===== src/rtl/jtgng_romarb.sv =====
// ROM read arbiter: shares one SDRAM read port among N ROM requesters and
//   holds one returned word per requester. req_ok[i] is high while that word
//   matches the address requester i currently presents.
// Ports: req_cs/req_addr   per-requester chip-select and packed word address
//        req_ok/req_data   per-requester hit flag and packed held data
//        sdram_*           request/ack/ready handshake to the SDRAM controller
//        grant_id/busy     requester being served, FSM active
//        timeout_err       sticky watchdog abort flag
// Latency: grant one cycle after a requester becomes pending; req_ok rises
//   the cycle after sdram_rdy. Backpressure: sdram_req/sdram_addr are held
//   until sdram_ack. A missing sdram_rdy is aborted after TIMEOUT cycles.
// Build option: define JTGNG_ROMARB_CACHE_EN to keep held words across
//   chip-select deassertion.
module jtgng_romarb #(
  parameter int N       = 5,
  parameter int AW      = 22,
  parameter int DW      = 16,
  parameter int PRIO    = 0,
  parameter int TIMEOUT = 255
) (
  input  logic            clk,
  input  logic            rst_n,
  input  logic [N-1:0]    req_cs,
  input  logic [N*AW-1:0] req_addr,
  output logic [N-1:0]    req_ok,
  output logic [N*DW-1:0] req_data,
  output logic            sdram_req,
  output logic [AW-1:0]   sdram_addr,
  input  logic            sdram_ack,
  input  logic            sdram_rdy,
  input  logic [DW-1:0]   sdram_din,
  output logic [2:0]      grant_id,
  output logic            busy,
  output logic            timeout_err
);

  typedef enum logic [1:0] {IDLE, WAIT_ACK, WAIT_DATA} state_t;

  state_t        state;
  logic [AW-1:0] addr_reg [N];
  logic [N-1:0]  valid;
  logic [N-1:0]  pending;
  logic [2:0]    last_grant;
  logic [2:0]    next_g;
  logic          next_vld;
  logic [7:0]    wd;
  logic          store;
  int            idx;

  assign busy  = (state != IDLE);
  assign store = (state == WAIT_DATA) && sdram_rdy;

  always_comb begin
    for (int i = 0; i < N; i++) begin
      req_ok[i]  = req_cs[i] & valid[i] & (addr_reg[i] == req_addr[i*AW +: AW]);
      pending[i] = req_cs[i] & ~req_ok[i];
    end
  end

  // PRIO wins outright; otherwise round-robin starting just after the last
  // non-PRIO grant, with PRIO excluded from the rotation.
  always_comb begin
    next_vld = 1'b0;
    next_g   = 3'(PRIO);
    idx      = 0;
    if (pending[PRIO]) begin
      next_vld = 1'b1;
    end else begin
      for (int k = 1; k <= N; k++) begin
        idx = int'(last_grant) + k;
        if (idx >= N) idx = idx - N;
        if (!next_vld && idx != PRIO && pending[idx]) begin
          next_vld = 1'b1;
          next_g   = 3'(idx);
        end
      end
    end
  end

  always_ff @(posedge clk or negedge rst_n) begin
    if (!rst_n) begin
      state       <= IDLE;
      sdram_req   <= 1'b0;
      sdram_addr  <= '0;
      grant_id    <= 3'd0;
      last_grant  <= 3'(N-1);
      timeout_err <= 1'b0;
      wd          <= 8'd0;
    end else begin
      case (state)
        IDLE: begin
          if (next_vld) begin
            sdram_addr <= req_addr[int'(next_g)*AW +: AW];
            grant_id   <= next_g;
            if (int'(next_g) != PRIO) last_grant <= next_g;
            sdram_req  <= 1'b1;
            state      <= WAIT_ACK;
          end
        end
        WAIT_ACK: begin
          // A same-cycle sdram_rdy is deliberately ignored here.
          if (sdram_ack) begin
            sdram_req <= 1'b0;
            wd        <= 8'd0;
            state     <= WAIT_DATA;
          end
        end
        WAIT_DATA: begin
          if (sdram_rdy) begin
            state <= IDLE;
          end else if (wd == 8'(TIMEOUT-1)) begin
            state       <= IDLE;
            timeout_err <= 1'b1;
          end else begin
            wd <= wd + 8'd1;
          end
        end
        default: state <= IDLE;
      endcase
    end
  end

  // Held words are tagged with the latched fetch address, so a requester that
  // moved on mid-fetch simply misses and gets queued again.
  always_ff @(posedge clk or negedge rst_n) begin
    if (!rst_n) begin
      valid    <= '0;
      req_data <= '0;
      for (int i = 0; i < N; i++) addr_reg[i] <= '0;
    end else begin
      for (int i = 0; i < N; i++) begin
        if (store && grant_id == 3'(i)) begin
          req_data[i*DW +: DW] <= sdram_din;
          addr_reg[i]          <= sdram_addr;
        end
`ifdef JTGNG_ROMARB_CACHE_EN
        if (store && grant_id == 3'(i)) valid[i] <= 1'b1;
`else
        // Deselect wins over a same-cycle store: every new cs starts fresh.
        if (!req_cs[i])                      valid[i] <= 1'b0;
        else if (store && grant_id == 3'(i)) valid[i] <= 1'b1;
`endif
      end
    end
  end

endmodule


===== config.mk =====
export PLATFORM = sky130hd
export DESIGN_NAME = jtgng_romarb
export DESIGN_NICKNAME = d
export VERILOG_FILES = /design/src/rtl/jtgng_romarb.sv
export SDC_FILE = /design/constraint.sdc
export NUM_CORES = 1
export LEC_CHECK = 0
export BUFFER_PORTS_ARGS = -buffer_cell sky130_fd_sc_hd__clkbuf_2
export CELL_PAD_IN_SITES_DETAIL_PLACEMENT = 1
export CELL_PAD_IN_SITES_GLOBAL_PLACEMENT = 1
export CORE_UTILIZATION = 42
export CTS_BUF_LIST = sky130_fd_sc_hd__clkbuf_16
export DETAILED_ROUTE_END_ITERATION = 16
export GPL_TIMING_DRIVEN = 0
export PLACE_DENSITY_LB_ADDON = 0.1
export SYNTH_ARGS = -nofsm -noshare
export SYNTH_HDL_FRONTEND = slang
export SYNTH_SLANG_ARGS = --single-unit

===== constraint.sdc =====
create_clock -name clk -period 6.1 [get_ports clk]
set_input_delay 1.22 -clock clk [delete_from_list [all_inputs] [get_ports clk]]
set_output_delay 1.22 -clock clk [all_outputs]
set_load 0.005 [all_outputs]

==> impl_metrics.json, run 1 <==
{
  "ys_warn_count": 0,
  "yosys.area_share.simple_pct": 10.2,
  "r2r-start": "last_grant[0]",
  "clockBufferDepth": 3,
  "tns_ps": 0,
  "grt_max_degree": 102,
  "grtUsageTotal_pct": 29.2,
  "drt_iter0_markers": 631,
  "cpLargestDelayFamily": "compound AO/OA/AOI/OAI gates",
  "syn2layout_area_growth_pct": 21.3,
  "synth.mux.area_fraction_pct": 21.1,
  "synth_top_family_by_area": "multiplexers",
  "initial_core_util_pct": 42.8,
  "synth_nets": 1180,
  "hold_class": "flop to flop",
  "status": "complete, no violations",
  "wl_per_cell_um": 25.3,
  "post_cts_resize_count": 1,
  "most-common-layout-cells": "252 x clkbuf_2, 234 x dfrtp_1, 191 x mux2_2",
  "rows": 62,
  "layout_worst_path_cycle_share_pct": 94.1,
  "leakagePower_nw": 7.22,
  "cp_max_fo": 12,
  "synth_edf_count": 0,
  "synth.distinct_cells": 73,
  "crit_buf_inv": 4,
  "ys_seq_elements": 235,
  "synth-xor-area-share_pct": 8.32,
  "stdcell_count": 1712,
  "cts_root_buf": "clkbuf_16",
  "die_h_um": 173,
  "end_kind": "flop",
  "drive_gt1_share_pct": 38.1,
  "die_w_um": 173,
  "yosysSeqAreaShare_pct": 47.8,
  "maxCapViolCount": 0,
  "vias": 9732,
  "cellPowerDensity_nw_per_um2": 589,
  "routed_wl_um": 43200,
  "grt_pass1_vias": 10500,
  "portBuffers": 247,
  "post_cts_buffers": 0,
  "fin_skew_ps": 24.8,
  "synth_area_um2": 12300,
  "hpwlAfterDp_um": 32100,
  "startpoint": "last_grant[0]",
  "setup-violations-final": 0,
  "totalPowerFinal_w": 0.00879,
  "tightest_slew_ps": 1120,
  "rsz0062_at_grt": "false",
  "clk_pin_slew_ps": 60,
  "synthAdderAreaFrac_pct": 1.59,
  "final_area_um2": 14900,
  "cts_buffers": 27,
  "antenna_found_initial": 2,
  "synth_ff_type": "dfrtp_1",
  "place.gp.congestion": 0.866,
  "largest_register_ffs": 110,
  "grt_pass1_wl_um": 65900,
  "hold_violations": 0,
  "syn_area_per_cell_um2": 12.0,
  "io_pins": 248,
  "crit_chain": "buf_2 > buf_1 > clkinv_1 > ha_1 > ha_1 > or3_1 > a21oi_1 > a31oi_1 > nand2_1 > o22ai_2 > nor3_1 > nor4b_4 > a221oi_1 > a211oi_2 > clkbuf_2 > a31oi_1 > o221ai_1",
  "drcViolationCount": 0,
  "syn_inst": 1030,
  "slew_headroom_pct": 25.5,
  "slew_violations": 0,
  "final_common_cell": "clkbuf_2",
  "holdWs_ps": 467,
  "critPathSlowestCell": "a211oi_2",
  "slowest_delay_ps": 640,
  "period_minus_slack_ps": 5740,
  "cts_tree": "yes",
  "routed_via_density": 5.68,
  "cts_hold_buffers": 0,
  "placed_cells": 1663,
  "ir_drop_v": 0.000259,
  "synth-compound-area-share_pct": 8.97,
  "fmax_mhz": 174,
  "required_ps": 6540,
  "finalNetCount": 1457,
  "hp-start": "timeout_err",
  "core-area_um2": 28800,
  "htree_levels": 1,
  "cts_sinks": 235,
  "synthArstFlopShare_pct": 100,
  "gr-total-overflow": 0,
  "critPathKind": "flop to flop",
  "detailed_place.area_um2": 14100,
  "startpoint_type": "flop",
  "die_area_um2": 30000,
  "firstDrtPassIters": 5,
  "cp.arrival_ps": 6190,
  "worstSkewPairLatency_ps": 560,
  "ant_nets": 0
}
kinds of logic after synthesis:
group / count (synthesis)
buf+inv: 59
flops: 235
mux: 236
simple gates: 216
fa+ha+maj: 15
xor+xnor: 117
compound gates: 152
metrics by stage:
stage,worst slack [ps],utilization (%)
4_1_cts,7.72,51.8
5_1_grt,6.95,51.9
2_1_floorplan,1490,-
3_5_place_dp,-193,49.0
3_3_place_gp,-1300,48.7
6_report,359,51.9
Yosys cell counts (11+ instances only):
cell type	number	area share, %
mux2_2	191	17
xor2_1	70	5.0
nand3_1	12	0.49
nor2_1	30	0.91
a21oi_1	19	0.77
ha_1	14	1.4
and2_1	24	1.2
or4_1	11	0.67
mux2i_1	45	3.7
dfrtp_1	234	48
nor4_1	22	1.1
inv_1	15	0.46
o221ai_1	23	1.6
o21ai_0	19	0.77
nand2_1	39	1.2
a31oi_1	28	1.4
clkbuf_1	32	0.98
nand4_1	23	1.2
xnor2_1	47	3.3
worst paths after layout:
path / to / slack, ps / depth (start not counted)
min in group asynchronous: addr_reg[99] / 660 / 1
setup reg to reg: sdram_addr[8] / 360 / 17
hold reg to reg: timeout_err / 470 / 1
hold / removal: timeout_err / 470 / 1
setup / recovery: sdram_addr[8] / 360 / 17
max in group asynchronous: req_data[3] / 4580 / 2
metal layers:
metal	vias up	global-route usage, %	part of all wire, %
met2	314	47.1	47
met1	4994	40.1	45
li1	4362	-	-
met4	2	7.96	2.2
met3	60	5.68	6.3
met5	-	0	0.032
layout make-up:
| cell class | instances | area [um2] |
|---|---|---|
| antenna | 1 | 2.50 |
| clock buffer | 27 | 676 |
| buffer | 42 | 190 |
| sequential | 235 | 5880 |
| multi-input combinational | 736 | 6210 |
| tap | 384 | 480 |
| clock inverter | 22 | 133 |
| fill | 3109 | 13800 |
| timing repair buffer | 249 | 1300 |
| inverter | 16 | 60.1 |
where the power goes:
group          switching, W  internal, W  total [W]
Sequential         0.000480      0.00216    0.00264
Combinational       0.00270      0.00193    0.00463
Clock              0.000682     0.000844    0.00153
Total               0.00386      0.00493    0.00879
Power figures use the tool's default switching activity.
==> inputs of run 2 (changes only) <==
CORE_UTILIZATION = 35   (was 42)
==> impl_metrics.json, run 2 (synthesis gave the netlist of run 1 again) <==
{
  "slew_headroom_pct": 27.2,
  "htree_levels": 1,
  "hold_violations": 0,
  "clk_pin_slew_ps": 70,
  "post_cts_buffers": 0,
  "worstSkewPairLatency_ps": 570,
  "clockBufferDepth": 3,
  "setup-violations-final": 0,
  "fmax_mhz": 184,
  "final_common_cell": "clkbuf_2",
  "detailed_place.area_um2": 14200,
  "period_minus_slack_ps": 5430,
  "routed_wl_um": 45000,
  "cts_buffers": 29,
  "grt_max_degree": 101,
  "required_ps": 6580,
  "place.gp.congestion": 0.863,
  "cellPowerDensity_nw_per_um2": 595,
  "cp.arrival_ps": 5910,
  "grt_use_met1_pct": 34.6,
  "grt_use_met3_pct": 4.93,
  "most-common-layout-cells": "255 x clkbuf_2, 234 x dfrtp_1, 191 x mux2_2",
  "routed_via_density": 5.46,
  "drive_gt1_share_pct": 38.6,
  "die_w_um": 190,
  "cts_root_buf": "clkbuf_16",
  "grt_pass1_wl_um": 67700,
  "final_area_um2": 15200,
  "end_kind": "flop",
  "antenna_found_initial": 1,
  "leakagePower_nw": 7.29,
  "cp_max_fo": 12,
  "startpoint_type": "flop",
  "syn2layout_area_growth_pct": 23.3,
  "fin_util_pct": 43.9,
  "portBuffers": 247,
  "status": "complete, no violations",
  "grt.met2_usage_pct": 41.1,
  "cts_sinks": 235,
  "grt_pass1_vias": 10300,
  "firstDrtPassIters": 4,
  "cts_tree": "yes",
  "grtUsageTotal_pct": 25.2,
  "top_usage_layer": "met2",
  "nFillCells": 3851,
  "wl_per_cell_um": 25.2,
  "drcViolationCount": 0,
  "largest_register_ffs": 110,
  "initial_core_util_pct": 35.6,
  "layout_worst_path_cycle_share_pct": 89.0,
  "rsz0062_at_grt": "false",
  "die_h_um": 190,
  "io_pins": 248,
  "gr-total-overflow": 0,
  "tightest_slew_ps": 1090,
  "die_area_um2": 35900,
  "cts_hold_buffers": 0,
  "slew_violations": 0,
  "critPathKind": "flop to flop",
  "fin_skew_ps": 23.5,
  "drt_iter0_markers": 431,
  "rows": 68,
  "finalNetCount": 1460,
  "hold_class": "flop to flop",
  "ant_nets": 0,
  "maxCapViolCount": 0,
  "core-area_um2": 34500,
  "hpwlAfterDp_um": 33600,
  "vias": 9765,
  "ir_drop_v": 0.000264
}
[run 2: area by class of cell]
cell class,instances,area (um2),area share (%)
Clock buffer,29,726,4.78
Antenna cell,1,2.50,0.0165
Clock inverter,25,230,1.52
Buffer,43,198,1.30
Tap cell,455,569,3.75
Multi-Input combinational cell,736,6210,40.9
Inverter,16,63.8,0.420
Timing Repair Buffer,249,1300,8.57
Sequential cell,235,5880,38.8
[run 2: report_power, final]
part           internal, W  leakage, nW  switching (W)
logic              0.00194         3.71        0.00270
registers          0.00216         3.10       0.000489
clock network      0.00103        0.480       0.000719
[run 2: stage by stage]
stage | total power [W] | std cells | setup slack (ps) | hold WS, ps | TNS, ps
finish | 0.00903 | 1789 | 672 | 460 | 0
global route | 0.00959 | 1788 | 290 | 490 | 0
CTS | 0.00902 | 1788 | 64.0 | 465 | 0
detailed placement | 0.00722 | 1734 | -398 | 452 | -7570
global placement | 0.00712 | 1732 | -1490 | 444 | -348550
floorplan | 0.00551 | 1030 | 1490 | 451 | 0
[run 2: path summary, 6_finish.rpt]
path,start,slack [ps],cells past startpoint,to
min in group asynchronous,rst_n,600,1,last_grant[0]
min,timeout_err,460,1,timeout_err
min reg2reg,timeout_err,460,1,timeout_err
max reg2reg,last_grant[0],670,17,last_grant[2]
max in group asynchronous,rst_n,4600,2,req_data[67]
max,last_grant[0],670,17,last_grant[2]
[run 2: layer usage]
layer / vias to the layer above / routed length [um] / part of all wire [%]
met5: - / 12 / 0.027
met4: 2 / 901 / 2.0
met3: 59 / 2670 / 5.9
met2: 281 / 21100 / 47
met1: 5050 / 20300 / 45
li1: 4373 / - / -
[run 2: critical path, cell delays in order (launching register included)]
cell and delay [ps]:
dfrtp_1 440, buf_2 260, clkbuf_2 280, clkinvlp_4 320, ha_1 300, ha_1 380
or3_1 380, a21oi_1 200, a31oi_1 100, nand2_1 140, o22ai_2 110, nor3_1 440
nor4b_4 520, a221oi_1 210, a211oi_2 540, clkbuf_2 400, nand2_1 160, o21ai_0 150
[run 2: repair_timing]
| item | CTS | global route |
|---|---|---|
| gates resized for setup | 2 | 20 |
| endpoints found under the setup margin | 25 | 29 |
| pin swaps | 0 | 1 |
